## config.mk

```make
export PLATFORM = sky130hd
export DESIGN_NAME = bram_fifo_ctrl
export DESIGN_NICKNAME = d
export VERILOG_FILES = /design/src/rtl/bram_fifo_pkg.sv /design/src/rtl/bram_fifo_obuf.sv /design/src/rtl/bram_fifo_ctrl.sv
export SDC_FILE = /design/constraint.sdc
export NUM_CORES = 1
export LEC_CHECK = 0
export CORE_AREA = 3 3 163 165
export DETAILED_ROUTE_END_ITERATION = 8
export DIE_AREA = 0 0 166 168
export PLACE_DENSITY = 0.73
export SLEW_MARGIN = 20
export SYNTH_ARGS = -nofsm -noshare
export SYNTH_HDL_FRONTEND = slang
export SYNTH_SLANG_ARGS = --single-unit
```

## constraint.sdc

```tcl
create_clock -name clk -period 7.8 [get_ports clk]
set_input_delay 1.95 -clock clk [delete_from_list [all_inputs] [get_ports clk]]
set_output_delay 1.95 -clock clk [all_outputs]
set_load 0.02 [all_outputs]
```

## src/rtl/bram_fifo_pkg.sv

```systemverilog
// rtl/bram_fifo_pkg.sv - shared types and helpers for the BRAM FIFO controller
package bram_fifo_pkg;

  // Output-buffer occupancy; the encoding doubles as the entry count.
  typedef enum logic [1:0] {
    OB_EMPTY = 2'd0,
    OB_ONE   = 2'd1,
    OB_TWO   = 2'd2
  } ob_state_e;

  // Total occupancy reaches DEPTH + 2, so the counter must represent that value.
  function automatic int cnt_width(input int depth);
    return $clog2(depth + 3);
  endfunction

endpackage

```

## src/rtl/bram_fifo_obuf.sv

```systemverilog
// rtl/bram_fifo_obuf.sv - two-entry output buffer that absorbs the RAM read latency
module bram_fifo_obuf
  import bram_fifo_pkg::*;
#(
  parameter int DATA_WIDTH = 96
) (
  input  logic                  clk,
  input  logic                  rst_n,
  input  logic                  land_valid,
  input  logic [DATA_WIDTH-1:0] land_data,
  output logic                  m_valid,
  input  logic                  m_ready,
  output logic [DATA_WIDTH-1:0] m_data,
  output logic [1:0]            ob_cnt
);

  ob_state_e             state_q, state_d;
  logic [DATA_WIDTH-1:0] head_q, head_d;
  logic [DATA_WIDTH-1:0] tail_q, tail_d;
  logic                  pop;

  assign m_valid = (state_q != OB_EMPTY);
  assign m_data  = head_q;
  assign ob_cnt  = state_q;
  assign pop     = m_valid && m_ready;

  // Next buffer contents: head is always the oldest word, so it only changes on a pop or first landing.
  always_comb begin
    state_d = state_q;
    head_d  = head_q;
    tail_d  = tail_q;
    case (state_q)
      OB_EMPTY: begin
        if (land_valid) begin
          head_d  = land_data;
          state_d = OB_ONE;
        end
      end
      OB_ONE: begin
        case ({land_valid, pop})
          2'b10: begin
            tail_d  = land_data;
            state_d = OB_TWO;
          end
          2'b01:   state_d = OB_EMPTY;
          2'b11:   head_d  = land_data;
          default: state_d = OB_ONE;
        endcase
      end
      OB_TWO: begin
        if (pop) begin
          head_d = tail_q;
          if (land_valid) begin
            tail_d = land_data;
          end else begin
            state_d = OB_ONE;
          end
        end
      end
      default: state_d = OB_EMPTY;
    endcase
  end

  // Buffer registers with synchronous reset.
  always_ff @(posedge clk) begin
    if (!rst_n) begin
      state_q <= OB_EMPTY;
      head_q  <= '0;
      tail_q  <= '0;
    end else begin
      state_q <= state_d;
      head_q  <= head_d;
      tail_q  <= tail_d;
    end
  end

endmodule

```

## src/rtl/bram_fifo_ctrl.sv

```systemverilog
// rtl/bram_fifo_ctrl.sv - first-word-fall-through FIFO controller for an external dual-port RAM
module bram_fifo_ctrl
  import bram_fifo_pkg::*;
#(
  parameter int DATA_WIDTH = 96,
  parameter int DEPTH      = 256,
  parameter int ADDR_WIDTH = $clog2(DEPTH),
  parameter int CNT_WIDTH  = cnt_width(DEPTH)
) (
  input  logic                  clk,
  input  logic                  rst_n,
  input  logic                  s_valid,
  output logic                  s_ready,
  input  logic [DATA_WIDTH-1:0] s_data,
  output logic                  m_valid,
  input  logic                  m_ready,
  output logic [DATA_WIDTH-1:0] m_data,
  output logic [CNT_WIDTH-1:0]  count,
  output logic                  bram_en_a,
  output logic                  bram_we_a,
  output logic [ADDR_WIDTH-1:0] bram_addr_a,
  output logic [DATA_WIDTH-1:0] bram_din_a,
  output logic                  bram_en_b,
  output logic [ADDR_WIDTH-1:0] bram_addr_b,
  input  logic [DATA_WIDTH-1:0] bram_dout_b
);

  localparam logic [CNT_WIDTH-1:0]  MEM_FULL  = CNT_WIDTH'(DEPTH);
  localparam logic [ADDR_WIDTH-1:0] ADDR_LAST = ADDR_WIDTH'(DEPTH - 1);

  logic [ADDR_WIDTH-1:0] wr_ptr_q, wr_ptr_d;
  logic [ADDR_WIDTH-1:0] rd_ptr_q, rd_ptr_d;
  logic [CNT_WIDTH-1:0]  mem_cnt_q, mem_cnt_d;
  logic                  inflight_q, inflight_d;
  logic                  push, pop, rd;
  logic [1:0]            ob_cnt;
  logic [2:0]            ob_pending;

  // s_ready depends only on registered state, never on m_ready.
  assign s_ready    = rst_n && (mem_cnt_q < MEM_FULL);
  assign push       = s_valid && s_ready;
  assign pop        = m_valid && m_ready;
  // Words already committed to the buffer: held entries plus the read landing this cycle.
  assign ob_pending = {1'b0, ob_cnt} + {2'b00, inflight_q};
  // A read lands next cycle, so issue only if the buffer will have room after this cycle's pop.
  assign rd         = rst_n && (mem_cnt_q != '0) && (ob_pending < (3'd2 + {2'b00, pop}));

  assign bram_en_a   = push;
  assign bram_we_a   = push;
  assign bram_addr_a = wr_ptr_q;
  assign bram_din_a  = s_data;
  assign bram_en_b   = rd;
  assign bram_addr_b = rd_ptr_q;
  assign count       = mem_cnt_q + CNT_WIDTH'(inflight_q) + CNT_WIDTH'(ob_cnt);

  // Pointer, RAM occupancy and in-flight read bookkeeping; pointers wrap explicitly for any DEPTH.
  always_comb begin
    wr_ptr_d = wr_ptr_q;
    rd_ptr_d = rd_ptr_q;
    if (push) begin
      wr_ptr_d = (wr_ptr_q == ADDR_LAST) ? '0 : wr_ptr_q + ADDR_WIDTH'(1);
    end
    if (rd) begin
      rd_ptr_d = (rd_ptr_q == ADDR_LAST) ? '0 : rd_ptr_q + ADDR_WIDTH'(1);
    end
    mem_cnt_d  = mem_cnt_q + CNT_WIDTH'(push) - CNT_WIDTH'(rd);
    inflight_d = rd;
  end

  // Controller state registers with synchronous reset.
  always_ff @(posedge clk) begin
    if (!rst_n) begin
      wr_ptr_q   <= '0;
      rd_ptr_q   <= '0;
      mem_cnt_q  <= '0;
      inflight_q <= 1'b0;
    end else begin
      wr_ptr_q   <= wr_ptr_d;
      rd_ptr_q   <= rd_ptr_d;
      mem_cnt_q  <= mem_cnt_d;
      inflight_q <= inflight_d;
    end
  end

  bram_fifo_obuf #(
    .DATA_WIDTH(DATA_WIDTH)
  ) u_obuf (
    .clk       (clk),
    .rst_n     (rst_n),
    .land_valid(inflight_q),
    .land_data (bram_dout_b),
    .m_valid   (m_valid),
    .m_ready   (m_ready),
    .m_data    (m_data),
    .ob_cnt    (ob_cnt)
  );

endmodule

```

# [Yosys cells after proc, flatten, opt, wreduce, memory -nomap -nowiden]
# Cells that the tools add are included.
[totals] out_inout_bits=222 reg_bits=220 in_bits=196 wordCells=58
[classes] n_reduce_logical=13 eq_ne=14 n_addsub=8 n_mux=14 magnitude_cmp=2
[op_table] operator="$mux W96" n=5
[op_table] operator="$pmux W96 S3" n=1
[op_table] operator="$pmux W96 S2" n=1
[op_table] operator="$add A9 B1 Y9" n=2
[op_table] operator="$add A8 B1 Y8 const B" n=2
[op_table] operator="$eq A8 B8 Y1 const B" n=2
[op_table] operator="$mux W8" n=2
[op_table] operator="$ne A2 B2 Y1 const B" n=6
[op_table] operator="$pmux W2 S3" n=2
[op_table] operator="$reduce_and A4 Y1" n=3
[op_table] operator="$add A9 B2 Y9" n=1
[op_table] operator="$lt A9 B9 Y1 const B" n=1
[op_table] operator="$reduce_bool A9 Y1" n=1
[op_table] operator="$sub A9 B1 Y9" n=1
[op_table] operator="$eq A2 B2 Y1 const B" n=3
[op_table] operator="$mux W2" n=3
[op_table] operator="$logic_and A1 B1 Y1" n=5
[op_table] operator="$eq A2 B1 Y1 const B" n=2
[op_table] operator="$reduce_bool A2 Y1" n=2
[op_table] operator="$add A2 B1 Y3" n=1
[op_table] operator="$add A2 B1 Y3 const A" n=1
[op_table] operator="$lt A3 B3 Y1" n=1
[op_table] operator="$reduce_bool A3 Y1" n=1
[op_table] operator="$logic_not A2 Y1" n=1
[op_table] operator="$ne A2 B1 Y1 const B" n=1

# [Depth between registers and ports, before layout]
[logic_depth] word_depth=6 ltp_mapped=17 depth_no_buf=16

# [Hierarchy]
# From an unflattened synthesis, not the netlist that was laid out.
[unflattened] cells_unflattened=1212 area_unflattened_um2=11144.4
[modules_own_cells] module="bram_fifo_obuf" area_each_um2=8635.8 cells_each=912 seq_area_each_um2=3883.7 n_inst=1
[modules_own_cells] module="bram_fifo_ctrl" area_each_um2=2508.7 cells_each=300 seq_area_each_um2=520.5 n_inst=1

# [Worst setup path before layout]
# No wires, ideal clock.
[synth_path] kind="in2out" start="input rst_n" end="output s_ready" arrival_time_ns=2.990 stages=5 setup_slack_ns=2.860 n_path_buf=3 path_cell_list="inv_1 > clkbuf_1 > clkbuf_1 > clkbuf_1 > nor2_1"
[synth_between] elab_chain_cells=1
[synth_rtl] item="from (decl)" line="bram_fifo_ctrl.sv:11" source="input logic rst_n,"
[synth_rtl] item="$logic_and A1 B1 Y1" line="bram_fifo_ctrl.sv:40" source="assign s_ready = rst_n && (mem_cnt_q < MEM_FULL);"
[synth_rtl] item="to (decl)" line="bram_fifo_ctrl.sv:13" source="output logic s_ready,"
# Every way passes these cells.

# [Final worst setup path]
[layout_path] start="input rst_n" end="output bram_en_b"
[layout_between] elab_chain_cells=2
[layout_rtl] item="$logic_and A1 B1 Y1 (2 in series)" line="bram_fifo_ctrl.sv:46" source="assign rd = rst_n && (mem_cnt_q != '0) && (ob_pending < (3'd2 + {2'b00, pop}));"
[layout_rtl] item="to (decl)" line="bram_fifo_ctrl.sv:23" source="output logic bram_en_b,"
# Every way passes these cells.

==> results.cfg <==
[timing]
finClkSkew_ps = 21.8
grt_setup_unrepaired = no
fmax_ghz = 0.157
hold_viol = 0
fin_crit_sh_pct = 81.8
setup_viol = 0
drv_slew = 0
maxSlewHeadroom_pct = 29.4
fin_setup_tns_ps = 0
tightest_slew_ps = 1060
fin_hold_ws_ps = 448
period_minus_slack_ps = 6380

[floorplanning]
num_rows = 58
ios = 418
die_width_um = 166
fp.coreArea_sq_um = 25200
start_util_pct = 39.9
dieArea_sq_um = 27900
die_y_um = 168

[worst_hold_path]
holdCritPathClass = flip-flop to flip-flop
holdPathStages = 2
hold-path-endpoint = u_obuf.tail_q[63]$_SDFFE_PN0P_
worstHoldStart = u_obuf.tail_q[63]$_SDFFE_PN0P_

[worst_setup_path]
start_kind = input port
rrSetupSlack_ps = 4360
crit_chain = clkdlybuf4s50_1 -> inv_6 -> nor2_1 -> nand3_2 -> inv_1 -> clkdlybuf4s50_1
cp_common_cell = clkdlybuf4s50_1
arrival_ps = 4430
crit_required_ps = 5850
regToRegEndpoint = mem_cnt_q[6]$_SDFF_PN0_
reg2regPathDepth = 14
critical_path_class = input port to output port
cpPeakStageDelay_ps = 840
crit_path_top_delay_cell = clkdlybuf4s50_1
cp-end-kind = output port
rr_startpoint = u_obuf.ob_cnt[1]$_SDFFE_PN0P_
crit_fanout = 60

[pwr]
p_seq_share_pct = 33.9
p_leak_nw = 5.18
clock_power_share_pct = 24.5
comb_power_share_pct = 41.6
power_mw = 4.80
p_per_area_nw_per_um2 = 383
power.switching_mw = 1.77
peakVddDrop_uv = 266
switching_share_pct = 36.9
p_int_mw = 3.03

[place]
hpwl_mm = 15.2
io_buffers = 225
gp_congestion = 0.841
dp.cells = 1551

[outcome]
outcome = finished clean

[clocking]
cts_hold_buf = 0
cts_htree_levels = 1
clk_latency_ps = 520
clock-sinks = 220
cts_tree = built
clock_path_buffers = 3
numCtsBuffers = 24
cts_setup_buffers = 0
cts_resized = 0
clk_pin_slew_ps = 60
ctsRootBufferMaster = clkbuf_16

[grt]
grt_use_total_pct = 16.5
grt_pass1_vias = 7714
antenna_found_initial = 0
grt_max_degree = 193
overflow = 0
grt_pass1_wl_mm = 39.1

[synthesis]
synthMuxAreaShare_pct = 10.1
synth_xor_area_share_pct = 1.31
synth-simple-area-share_pct = 14.6
yosysWarningCount = 0
synth-seq-cells = 220
synth_nets = 1390
synthDistinctLibCells = 43
syn-mean-instance-area_sq_um = 8.60
seq_area_frac_synth_pct = 43.9
synthCells = 1167
syn_area_sq_um = 10000
synth_top_family_by_area = compound AO/OA/AOI/OAI gates
synth_compound_area_share_pct = 14.6
synth_fa_ha_area_share_pct = 3.59

[detailed_routing]
drc = 0
dr.pass1.iters = 4
wl_mm = 24.2
routedWlPerCell_um = 15.2
vias = 7904
first_iter_violations = 493
ant_nets = 0
vias_per_cell = 4.96

[final_layout]
fin_nets = 1470
synthToLayoutAreaGrowth_pct = 24.9
fin_cells = 1595
final_util_pct = 49.8
diodes = 0
drive_above_1_share_pct = 4.35

[flow_run]
maxCapViolations = 0
placed cells by master (no fill, tap or decap), types with 4 or more instances in the layout:
master and instances:
a211oi_1 96, a21oi_1 114, buf_4 4, clkbuf_16 25
clkbuf_8 4, clkdlybuf4s50_1 225, clkinv_2 8, dfxtp_1 220
ha_1 24, inv_1 26, mux2i_1 101, nand2_1 216
nand3_1 8, nand4_1 6, nor2_1 113, o21ai_0 9
xnor2_1 8, xor2_1 7
power by group through the flow:
stage          combinational (mW)  sequential, mW  clock (mW)
6_report                     2.00            1.63        1.18
5_1_grt                      2.19            1.67        1.25
4_1_cts                      2.02            1.63        1.21
3_5_place_dp                 2.01            1.65           0
3_3_place_gp                 1.98            1.64           0
2_1_floorplan                1.09            1.86           0
flip-flops by register name (all words and copies together) (netlist names):
signal / cells
bram_addr_a: 8
bram_addr_b: 8
inflight_q: 1
mem_cnt_q: 9
u_obuf.m_data: 96
u_obuf.ob_cnt: 2
u_obuf.tail_q: 96
area by class of cell:
| class | instances | area, sq um |
|---|---|---|
| inverters | 27 | 106 |
| clock inverters | 12 | 139 |
| clock buffers | 32 | 692 |
| fillers | 2384 | 12600 |
| repair buffers | 230 | 2300 |
| well taps | 330 | 413 |
| multi-input cells | 744 | 4480 |
| flip-flops and latches | 220 | 4400 |
per-stage QoR:
stage               cell area, sq um  setup WS, ps
floorplan                      10000          2860
global placement               11700          1470
detailed placement             11700          1370
CTS                            12500          1360
global route                   12500          1260
finish                         12500          1420
worst max-delay path, delay by kind of cell:
kind / cells / cell delay (ps)
buffers and inverters: 4 / 2040
and+or+nand+nor: 2 / 420
how the worst max path moves through the flow:
stage                     slack, ps  depth (start not counted)  start   endpoint
final                          1420                          6  rst_n  bram_en_b
after global routing           1260                          6  rst_n  bram_en_b
after CTS                      1360                          6  rst_n  bram_en_b
after detailed placement       1370                          6  rst_n  bram_en_b
after global placement         1470                          6  rst_n  bram_en_b
after floorplan                2860                          5  rst_n    s_ready
cells by family after synthesis:
| family | Yosys count |
|---|---|
| buffers and inverters | 203 |
| muxes | 101 |
| xor gates and xnor gates | 15 |
| adders and majority gates | 27 |
| DFF | 220 |
| AOI/OAI and AO/OA | 236 |
| and+or+nand+nor | 365 |
cell usage after synthesis (all sizes together):
cell type	instances	area share, %
and2	1	0.062
a41oi	1	0.087
o32a	1	0.10
and3	1	0.062
and3b	1	0.087
nor2b	3	0.19
nor4b	1	0.087
fa	3	0.60
nor2	113	4.2
a211oi	96	7.2
or2	1	0.062
or3	3	0.19
nand4	6	0.37
ha	24	3.0
nand3b	1	0.075
clkbuf	37	1.4
and4	1	0.087
nand2	217	8.1
a21oi	114	5.7
nor3b	1	0.075
a21o	3	0.22
o32ai	1	0.087
o21ai	13	0.72
a21boi	1	0.075
xnor2	8	0.70
mux2i	101	10
buf	139	9.5
o21a	4	0.30
nand3	9	0.50
o31a	1	0.087
nor3	3	0.15
or4	2	0.15
nand2b	1	0.062
o31ai	1	0.075
dfxtp	220	44
inv	27	1.0
xor2	7	0.61
metal layers:
| metal | track usage [%] | wire, um |
|---|---|---|
| met1 | 19.8 | 10400 |
| met2 | 29.0 | 11700 |
| met3 | 3.59 | 1350 |
| met4 | 5.93 | 767 |
| met5 | 0 | 0 |
Note: power is estimated with default switching activity, not from simulation.
